==> src/rtl/game_controller_pkg.sv <==
// ---------------------------------------------------------------------------
// game_controller_pkg
// Shared definitions for the game controller and the pipe generator:
//   - game_state_t : game state encoding. The pipe generator reads it as
//                    0 = clear, 1 = run, 2/3 = freeze.
//   - geometry     : bird and pipe-slot dimensions and the ground line,
//                    all in screen pixels.
//   - cnt_width()  : counter width helper; never returns less than one bit.
// ---------------------------------------------------------------------------
package game_controller_pkg;

   typedef enum logic [1:0] {
      IDLE  = 2'd0,
      PLAY  = 2'd1,
      DYING = 2'd2,
      OVER  = 2'd3
   } game_state_t;

   localparam int BIRD_HPOS    = 320;
   localparam int BIRD_XWIDTH  = 34;
   localparam int BIRD_YHEIGHT = 24;
   localparam int SLOT_WIDTH   = 60;
   localparam int SLOT_HEIGHT  = 100;
   localparam int GROUND_Y     = 436;   // 480 - 44 rows of land

   // A counter that must reach n-1 needs ceil(log2(n)) bits.
   // Degenerate n <= 1 still gets one bit so the vector stays legal.
   function automatic int cnt_width(input int n);
      return (n > 1) ? $clog2(n) : 1;
   endfunction

endpackage

==> src/rtl/game_controller_btn_debounce.sv <==
// ---------------------------------------------------------------------------
// btn_debounce
// Brings the raw flap/start button into the clk_2ms domain and debounces it.
// It then emits a one-tick press pulse on each debounced rising edge.
//
// Ports
//   clk_2ms  in   2 ms game tick
//   rst_n    in   asynchronous active-low reset
//   btn_raw  in   unsynchronised button, active high
//   press    out  one-tick pulse per debounced press
//
// The debounced level flips only after DEBOUNCE_TICKS consecutive
// synchronised samples that differ from it. Holding the button gives one
// press, because the pulse comes from the level's edge, not from the level.
// ---------------------------------------------------------------------------
module btn_debounce
   import game_controller_pkg::*;
#(
   parameter int DEBOUNCE_TICKS = 5
) (
   input  logic clk_2ms,
   input  logic rst_n,
   input  logic btn_raw,
   output logic press
);

   localparam int             CW       = cnt_width(DEBOUNCE_TICKS);
   localparam logic [CW-1:0]  C_RELOAD = CW'(DEBOUNCE_TICKS - 1);

   logic          r_sync1;
   logic          r_sync2;
   logic          r_level;
   logic          r_level_d;
   logic [CW-1:0] r_cnt;

   // r_cnt is a down-counter of the differing samples still needed.
   // Any sample that agrees with the current level reloads it, so only an
   // unbroken run reaches terminal count. The sample that finds r_cnt at
   // zero is the DEBOUNCE_TICKS-th in the run, and it flips the level.
   always_ff @(posedge clk_2ms or negedge rst_n) begin
      if (!rst_n) begin
         r_sync1   <= 1'b0;
         r_sync2   <= 1'b0;
         r_level   <= 1'b0;
         r_level_d <= 1'b0;
         r_cnt     <= '0;
      end else begin
         r_sync1   <= btn_raw;
         r_sync2   <= r_sync1;
         r_level_d <= r_level;
         if (r_sync2 == r_level) begin
            r_cnt <= C_RELOAD;
         end else if (r_cnt == '0) begin
            r_level <= r_sync2;
            r_cnt   <= C_RELOAD;
         end else begin
            r_cnt <= r_cnt - 1'b1;
         end
      end
   end

   assign press = r_level & ~r_level_d;

endmodule

==> src/rtl/game_controller.sv <==
// ---------------------------------------------------------------------------
// game_controller
// Top-level game sequencer. It debounces the player button, detects
// collisions of the bird with the current pipe or the ground, and runs the
// IDLE/PLAY/DYING/OVER flow. It also commands flaps and keeps the best score.
//
// Ports
//   clk_2ms     in   2 ms game tick, the only clock
//   rst_n       in   asynchronous active-low reset
//   btn_raw     in   raw flap/start button, active high
//   bird_Y      in   [8:0] bird top-edge row
//   pip_X       in   [9:0] pipe right edge (0..724)
//   pip_Y       in   [8:0] bottom row of the pipe gap
//   score       in   [7:0] current score from the pipe generator
//   state       out  [1:0] game state, drives the pipe generator
//   flap        out  one-tick jump command
//   best_score  out  [7:0] highest score reached since reset
//
// State table
//   state | meaning
//   IDLE  | waiting for a press; the pipe generator is cleared
//   PLAY  | game running; each press flaps, a collision kills the bird
//   DYING | frozen for DYING_TICKS ticks; presses are ignored
//   OVER  | frozen; a press returns to IDLE
// ---------------------------------------------------------------------------
module game_controller
   import game_controller_pkg::game_state_t;
   import game_controller_pkg::IDLE;
   import game_controller_pkg::PLAY;
   import game_controller_pkg::DYING;
   import game_controller_pkg::OVER;
   import game_controller_pkg::cnt_width;
#(
   parameter int BIRD_HPOS      = game_controller_pkg::BIRD_HPOS,
   parameter int BIRD_XWIDTH    = game_controller_pkg::BIRD_XWIDTH,
   parameter int BIRD_YHEIGHT   = game_controller_pkg::BIRD_YHEIGHT,
   parameter int SLOT_WIDTH     = game_controller_pkg::SLOT_WIDTH,
   parameter int SLOT_HEIGHT    = game_controller_pkg::SLOT_HEIGHT,
   parameter int GROUND_Y       = game_controller_pkg::GROUND_Y,
   parameter int DEBOUNCE_TICKS = 5,
   parameter int DYING_TICKS    = 250
) (
   input  logic       clk_2ms,
   input  logic       rst_n,
   input  logic       btn_raw,
   input  logic [8:0] bird_Y,
   input  logic [9:0] pip_X,
   input  logic [8:0] pip_Y,
   input  logic [7:0] score,
   output logic [1:0] state,
   output logic       flap,
   output logic [7:0] best_score
);

   localparam int             DW           = cnt_width(DYING_TICKS);
   localparam logic [DW-1:0]  C_DEATH_LAST = DW'(DYING_TICKS - 1);

   // Pipe overlaps the bird column when HPOS < pip_X < HPOS+XWIDTH+SLOT_WIDTH.
   // SLOT_WIDTH is moved across the compare so nothing is subtracted from
   // pip_X. Likewise the gap-top test adds SLOT_HEIGHT to bird_Y instead of
   // subtracting it from pip_Y.
   localparam logic [10:0] C_XMIN   = 11'(BIRD_HPOS);
   localparam logic [10:0] C_XMAX   = 11'(BIRD_HPOS + BIRD_XWIDTH + SLOT_WIDTH);
   localparam logic [10:0] C_YH     = 11'(BIRD_YHEIGHT);
   localparam logic [10:0] C_SLOT_H = 11'(SLOT_HEIGHT);
   localparam logic [10:0] C_GROUND = 11'(GROUND_Y);

   logic            w_press;
   logic [10:0]     w_pip_x;
   logic [10:0]     w_pip_y;
   logic [10:0]     w_bird_top;
   logic [10:0]     w_bird_bot;
   logic [10:0]     w_bird_pad;
   logic            w_hovl;
   logic            w_vmiss;
   logic            w_pipe_hit;
   logic            w_ground_hit;
   logic            w_hit;

   game_state_t     r_state;
   logic            r_flap;
   logic [7:0]      r_best;
   logic [DW-1:0]   r_death_cnt;

   game_state_t     w_state_nxt;
   logic            w_flap_nxt;
   logic [7:0]      w_best_nxt;
   logic [DW-1:0]   w_death_nxt;

   btn_debounce #(
      .DEBOUNCE_TICKS (DEBOUNCE_TICKS)
   ) u_btn_debounce (
      .clk_2ms (clk_2ms),
      .rst_n   (rst_n),
      .btn_raw (btn_raw),
      .press   (w_press)
   );

   // Collision detect. The geometry is widened to 11 bits so that no sum wraps.
   assign w_pip_x      = {1'b0, pip_X};
   assign w_pip_y      = {2'b00, pip_Y};
   assign w_bird_top   = {2'b00, bird_Y};
   assign w_bird_bot   = w_bird_top + C_YH;
   assign w_bird_pad   = w_bird_top + C_SLOT_H;

   assign w_hovl       = (w_pip_x > C_XMIN) && (w_pip_x < C_XMAX);
   assign w_vmiss      = (w_bird_pad < w_pip_y) || (w_bird_bot > w_pip_y);
   assign w_pipe_hit   = w_hovl && w_vmiss;
   assign w_ground_hit = (w_bird_bot >= C_GROUND);
   assign w_hit        = w_pipe_hit || w_ground_hit;

   always_ff @(posedge clk_2ms or negedge rst_n) begin
      if (!rst_n) begin
         r_state     <= IDLE;
         r_flap      <= 1'b0;
         r_best      <= 8'd0;
         r_death_cnt <= '0;
      end else begin
         r_state     <= w_state_nxt;
         r_flap      <= w_flap_nxt;
         r_best      <= w_best_nxt;
         r_death_cnt <= w_death_nxt;
      end
   end

   always_comb begin
      w_state_nxt = r_state;
      w_flap_nxt  = 1'b0;
      w_best_nxt  = r_best;
      w_death_nxt = r_death_cnt;
      case (r_state)
         IDLE: begin
            if (w_press) begin
               w_state_nxt = PLAY;
               w_flap_nxt  = 1'b1;
            end
         end
         PLAY: begin
            // A collision beats a press in the same tick: the bird dies
            // without flapping.
            if (w_hit) begin
               w_state_nxt = DYING;
               w_death_nxt = '0;
               if (score > r_best) begin
                  w_best_nxt = score;
               end
            end else if (w_press) begin
               w_flap_nxt = 1'b1;
            end
         end
         DYING: begin
            w_death_nxt = r_death_cnt + 1'b1;
            if (r_death_cnt == C_DEATH_LAST) begin
               w_state_nxt = OVER;
            end
         end
         OVER: begin
            if (w_press) begin
               w_state_nxt = IDLE;
            end
         end
         default: begin
            w_state_nxt = IDLE;
         end
      endcase
   end

   assign state      = r_state;
   assign flap       = r_flap;
   assign best_score = r_best;

endmodule

==> config.mk <==
export PLATFORM = sky130hd
export DESIGN_NAME = game_controller
export DESIGN_NICKNAME = d
export VERILOG_FILES = /design/src/rtl/game_controller_pkg.sv /design/src/rtl/game_controller_btn_debounce.sv /design/src/rtl/game_controller.sv
export SDC_FILE = /design/constraint.sdc
export NUM_CORES = 1
export LEC_CHECK = 0
export ABC_AREA = 1
export ABC_CLOCK_PERIOD_IN_PS = 2100
export CORE_ASPECT_RATIO = 1.1
export CORE_MARGIN = 4
export CORE_UTILIZATION = 30
export CTS_CLUSTER_SIZE = 28
export DETAILED_ROUTE_END_ITERATION = 16
export GPL_TIMING_DRIVEN = 0
export PLACE_DENSITY_LB_ADDON = 0.12
export SYNTH_ARGS = -nofsm -noshare
export SYNTH_HDL_FRONTEND = slang
export SYNTH_SLANG_ARGS = --single-unit
==> constraint.sdc <==
create_clock -name clk_2ms -period 2.1 [get_ports clk_2ms]
set_input_delay 0.525 -clock clk_2ms [delete_from_list [all_inputs] [get_ports clk_2ms]]
set_output_delay 0.525 -clock clk_2ms [all_outputs]
set_load 0.03 [all_outputs]
==> impl_metrics.json <==
{
  "grt_pass1_vias": 2178,
  "grt_pass1_wl_mm": 9.67,
  "cp_slowest_cell": "ha_4",
  "yosys_warnings": 0,
  "peakVddDrop_mv": 0.377,
  "synth_largest_area_cell": "dfrtp_1",
  "synth-simple-area-share": 0.320,
  "ys_async_sr_fraction": 1.00,
  "hold_buffers": 0,
  "final_cells": 493,
  "vias": 2142,
  "crit_arrival_ns": 2.46,
  "port_buffers": 47,
  "wl_per_cell_um": 11.2,
  "cp_num_cells": 20,
  "cts-buffers-inserted": 3,
  "cts_tree": "built",
  "route.detailed.drc": 0,
  "status": "finished, violations left",
  "fin_ws_ns": -0.190,
  "p_sw_w": 0.00139,
  "synth.top_cell.area_share": 0.279,
  "synth_cell_types": 33,
  "dp_cells": 473,
  "postLayoutCoreUtil": 0.455,
  "place_congestion": 0.776,
  "syn_avg_cell_area_um2": 7.26,
  "switching_share": 0.445,
  "yosysMostFrequentCell": "nand2_1",
  "syn_to_final_growth_pct": 46.7,
  "synth-seq-cells": 26,
  "drv_slew": 0,
  "finClkSkew_ns": 0.00469,
  "cts.clk_slew.worst_paths_ns": 0.10,
  "dieArea_um2": 9240,
  "cts-root-buf": "clkbuf_8",
  "detailed_place_hpwl_mm": 4.19,
  "pwr-share-seq": 0.260,
  "grt_overflow": 0,
  "routed_wl_mm": 5.54,
  "cap_violations": 0,
  "drive_above_1_share": 0.227,
  "diodes": 0,
  "netlist_top_cells_area": "dfrtp_1 28%, ha_1 19%, nand2_1 14%, inv_1 9.2%, nand3_1 4.9%",
  "cts.sinks": 26,
  "synth_xor_area_frac": 0.0446,
  "multiInputGateArea_um2": 1660,
  "startpoint_type": "input port",
  "synth.area.mux_share": 0,
  "fp.coreArea_um2": 7510,
  "syn_inst": 321,
  "die_h_um": 100,
  "critPathKind": "in -> reg",
  "grt_max_degree": 27,
  "drt_iter0_drc": 86,
  "synth-compound-area-share": 0.0542,
  "fin_nets": 463,
  "timing.final.crit_share": 1.09,
  "path_delay_family": "simple AND/OR/NAND/NOR gates",
  "ios": 50,
  "cts_max_level": 1,
  "dominantRegCellSynth": "dfrtp_1",
  "fill_cells": 769,
  "path_buf_inv": 6,
  "max_stage_delay_ns": 0.26,
  "rsz0062_at_grt": "yes",
  "grt.total_usage": 0.125,
  "syn_nets": 395,
  "worst_setup_path_end_kind": "flip-flop",
  "die_w_um": 92.0,
  "design_power_total_w": 0.00312,
  "crit_required_ns": 2.27,
  "cts_buffer_depth": 2,
  "synth_fa_ha_area_frac": 0.188,
  "ant_nets": 0,
  "combPwrFrac": 0.603,
  "clkLatencyLatePin_ns": 0.27,
  "power_density_nw_per_um2": 913,
  "antenna_found_initial": 0,
  "syn-cell-area_um2": 2330,
  "drt-pass1-iter-count": 4,
  "setup_violations": 19,
  "synth_edf_count": 0,
  "p_int_w": 0.00173,
  "hold_violations": 0,
  "initial_utilization": 0.310,
  "violations": "negative setup slack",
  "synth_common_cells": "89 x nand2_1, 57 x inv_1, 35 x ha_1",
  "hold_path.class": "in -> async",
  "crit_top_cell": "nand2_1",
  "regArea_um2": 651,
  "worst_pin_slew_ns": 0.647,
  "slew_headroom": 0.569,
  "fmax_mhz": 437,
  "synth_top_family_by_area": "simple AND/OR/NAND/NOR gates",
  "path_max_fanout": 4,
  "p_clk_frac": 0.137,
  "viasPerCell": 4.34,
  "min_period_ns": 2.29,
  "leakagePower_nw": 1.70,
  "placement_rows": 33,
  "yosysSeqAreaShare": 0.279,
  "cp_cell_sequence": "clkdlybuf4s15_2 -> nand2_1 -> inv_2 -> nand4_1 -> nand2_1 -> inv_1 -> ha_4 -> inv_1 -> nor2_2 -> buf_4 -> nand4_1 -> nand3_1 -> nand2_1 -> nand2_1 -> nand2_2 -> nand3_4 -> buf_6 -> nand2_2 -> nand2_1 -> nand2_1",
  "r2r_cells": 10
}
-- state kept, by name, indices dropped and copies added, names as in the netlist --
signal                    cells
u_btn_debounce.r_sync2        1
flap                          1
u_btn_debounce.r_cnt          3
u_btn_debounce.r_level        1
u_btn_debounce.r_level_d      1
state                         2
r_death_cnt                   8
u_btn_debounce.r_sync1        1
best_score                    8
-- per-stage QoR --
step / setup slack (ns) / TNS [ns] / area [um^2] / hold slack [ns]
2_1_floorplan: -0.134 / -2.28 / 2400 / 0.229
5_1_grt: -0.350 / -5.92 / 3420 / 0.318
4_1_cts: -0.278 / -4.28 / 3290 / 0.372
3_3_place_gp: -1.06 / -19.75 / 3000 / 0.335
3_5_place_dp: -1.09 / -21.04 / 3000 / 0.348
6_report: -0.190 / -2.76 / 3420 / 0.267
-- power by group through the flow --
stage               Combinational, W  Clock (W)  Sequential [W]
global route                 0.00211   0.000457        0.000839
CTS                          0.00181   0.000444        0.000808
detailed placement           0.00157          0        0.000819
finish                       0.00188   0.000427        0.000811
floorplan                   0.000855          0        0.000999
global placement             0.00157          0        0.000810
-- worst paths after layout --
kind,slack [ns],endpoint,from
setup / recovery,-0.19,state[0],bird_Y[8]
hold / removal,0.27,r_death_cnt[7],rst_n
setup reg to reg,0.20,best_score[5],best_score[5]
hold reg to reg,0.36,u_btn_debounce.r_sync2,u_btn_debounce.r_sync1
max in group asynchronous,1.41,state[1],rst_n
min in group clk_2ms,0.36,u_btn_debounce.r_sync2,u_btn_debounce.r_sync1
-- area by class of cell --
| cell class | count | share of cell area |
|---|---|---|
| clock inverters | 1 | 0.00878 |
| well taps | 105 | 0.0384 |
| plain buffers | 4 | 0.00878 |
| multi-input cells | 231 | 0.484 |
| flip-flops and latches | 26 | 0.190 |
| repair buffers | 63 | 0.189 |
| clock buffers | 3 | 0.0121 |
| inverters | 60 | 0.0681 |
-- cells by family (layout without fill, tap and decap cells) --
family | count (synthesis) | in the layout
simple gates | 163 | 164
buf+inv | 65 | 131
fa+ha+maj | 35 | 35
flops | 26 | 26
compound gates | 21 | 21
xor+xnor | 11 | 11
-- repair_timing --
action | 4_1_cts | 5_1_grt
pin swaps | 23 | 21
setup endpoints to repair | 19 | 19
gates cloned | 1 | 1
gates resized for setup | 47 | 25
setup buffers | 9 | 7
-- cell usage in the layout, fill, tap and decap left out, types with 5 or more instances in the layout --
master,synthesis,routed
nand4_1,10,10
buf_6,3,6
nand3_2,0,17
ha_4,0,5
nand2_2,2,11
ha_1,35,30
xor2_1,8,7
a21oi_1,10,7
buf_4,0,10
dfrtp_1,26,26
nor2_1,26,23
inv_1,57,53
nand3_1,23,6
clkdlybuf4s50_1,0,41
nand2_1,89,79
-- per-layer routing --
metal	vias up	global-route usage	share of wire	routed length, um
li1	1137	-	-	-
met1	976	0.159	0.45	2470
met2	27	0.230	0.52	2880
met3	2	0.0172	0.029	161
met4	0	0.0137	0.0056	31
met5	-	0	0	0
(Power assumes the default switching activity.)
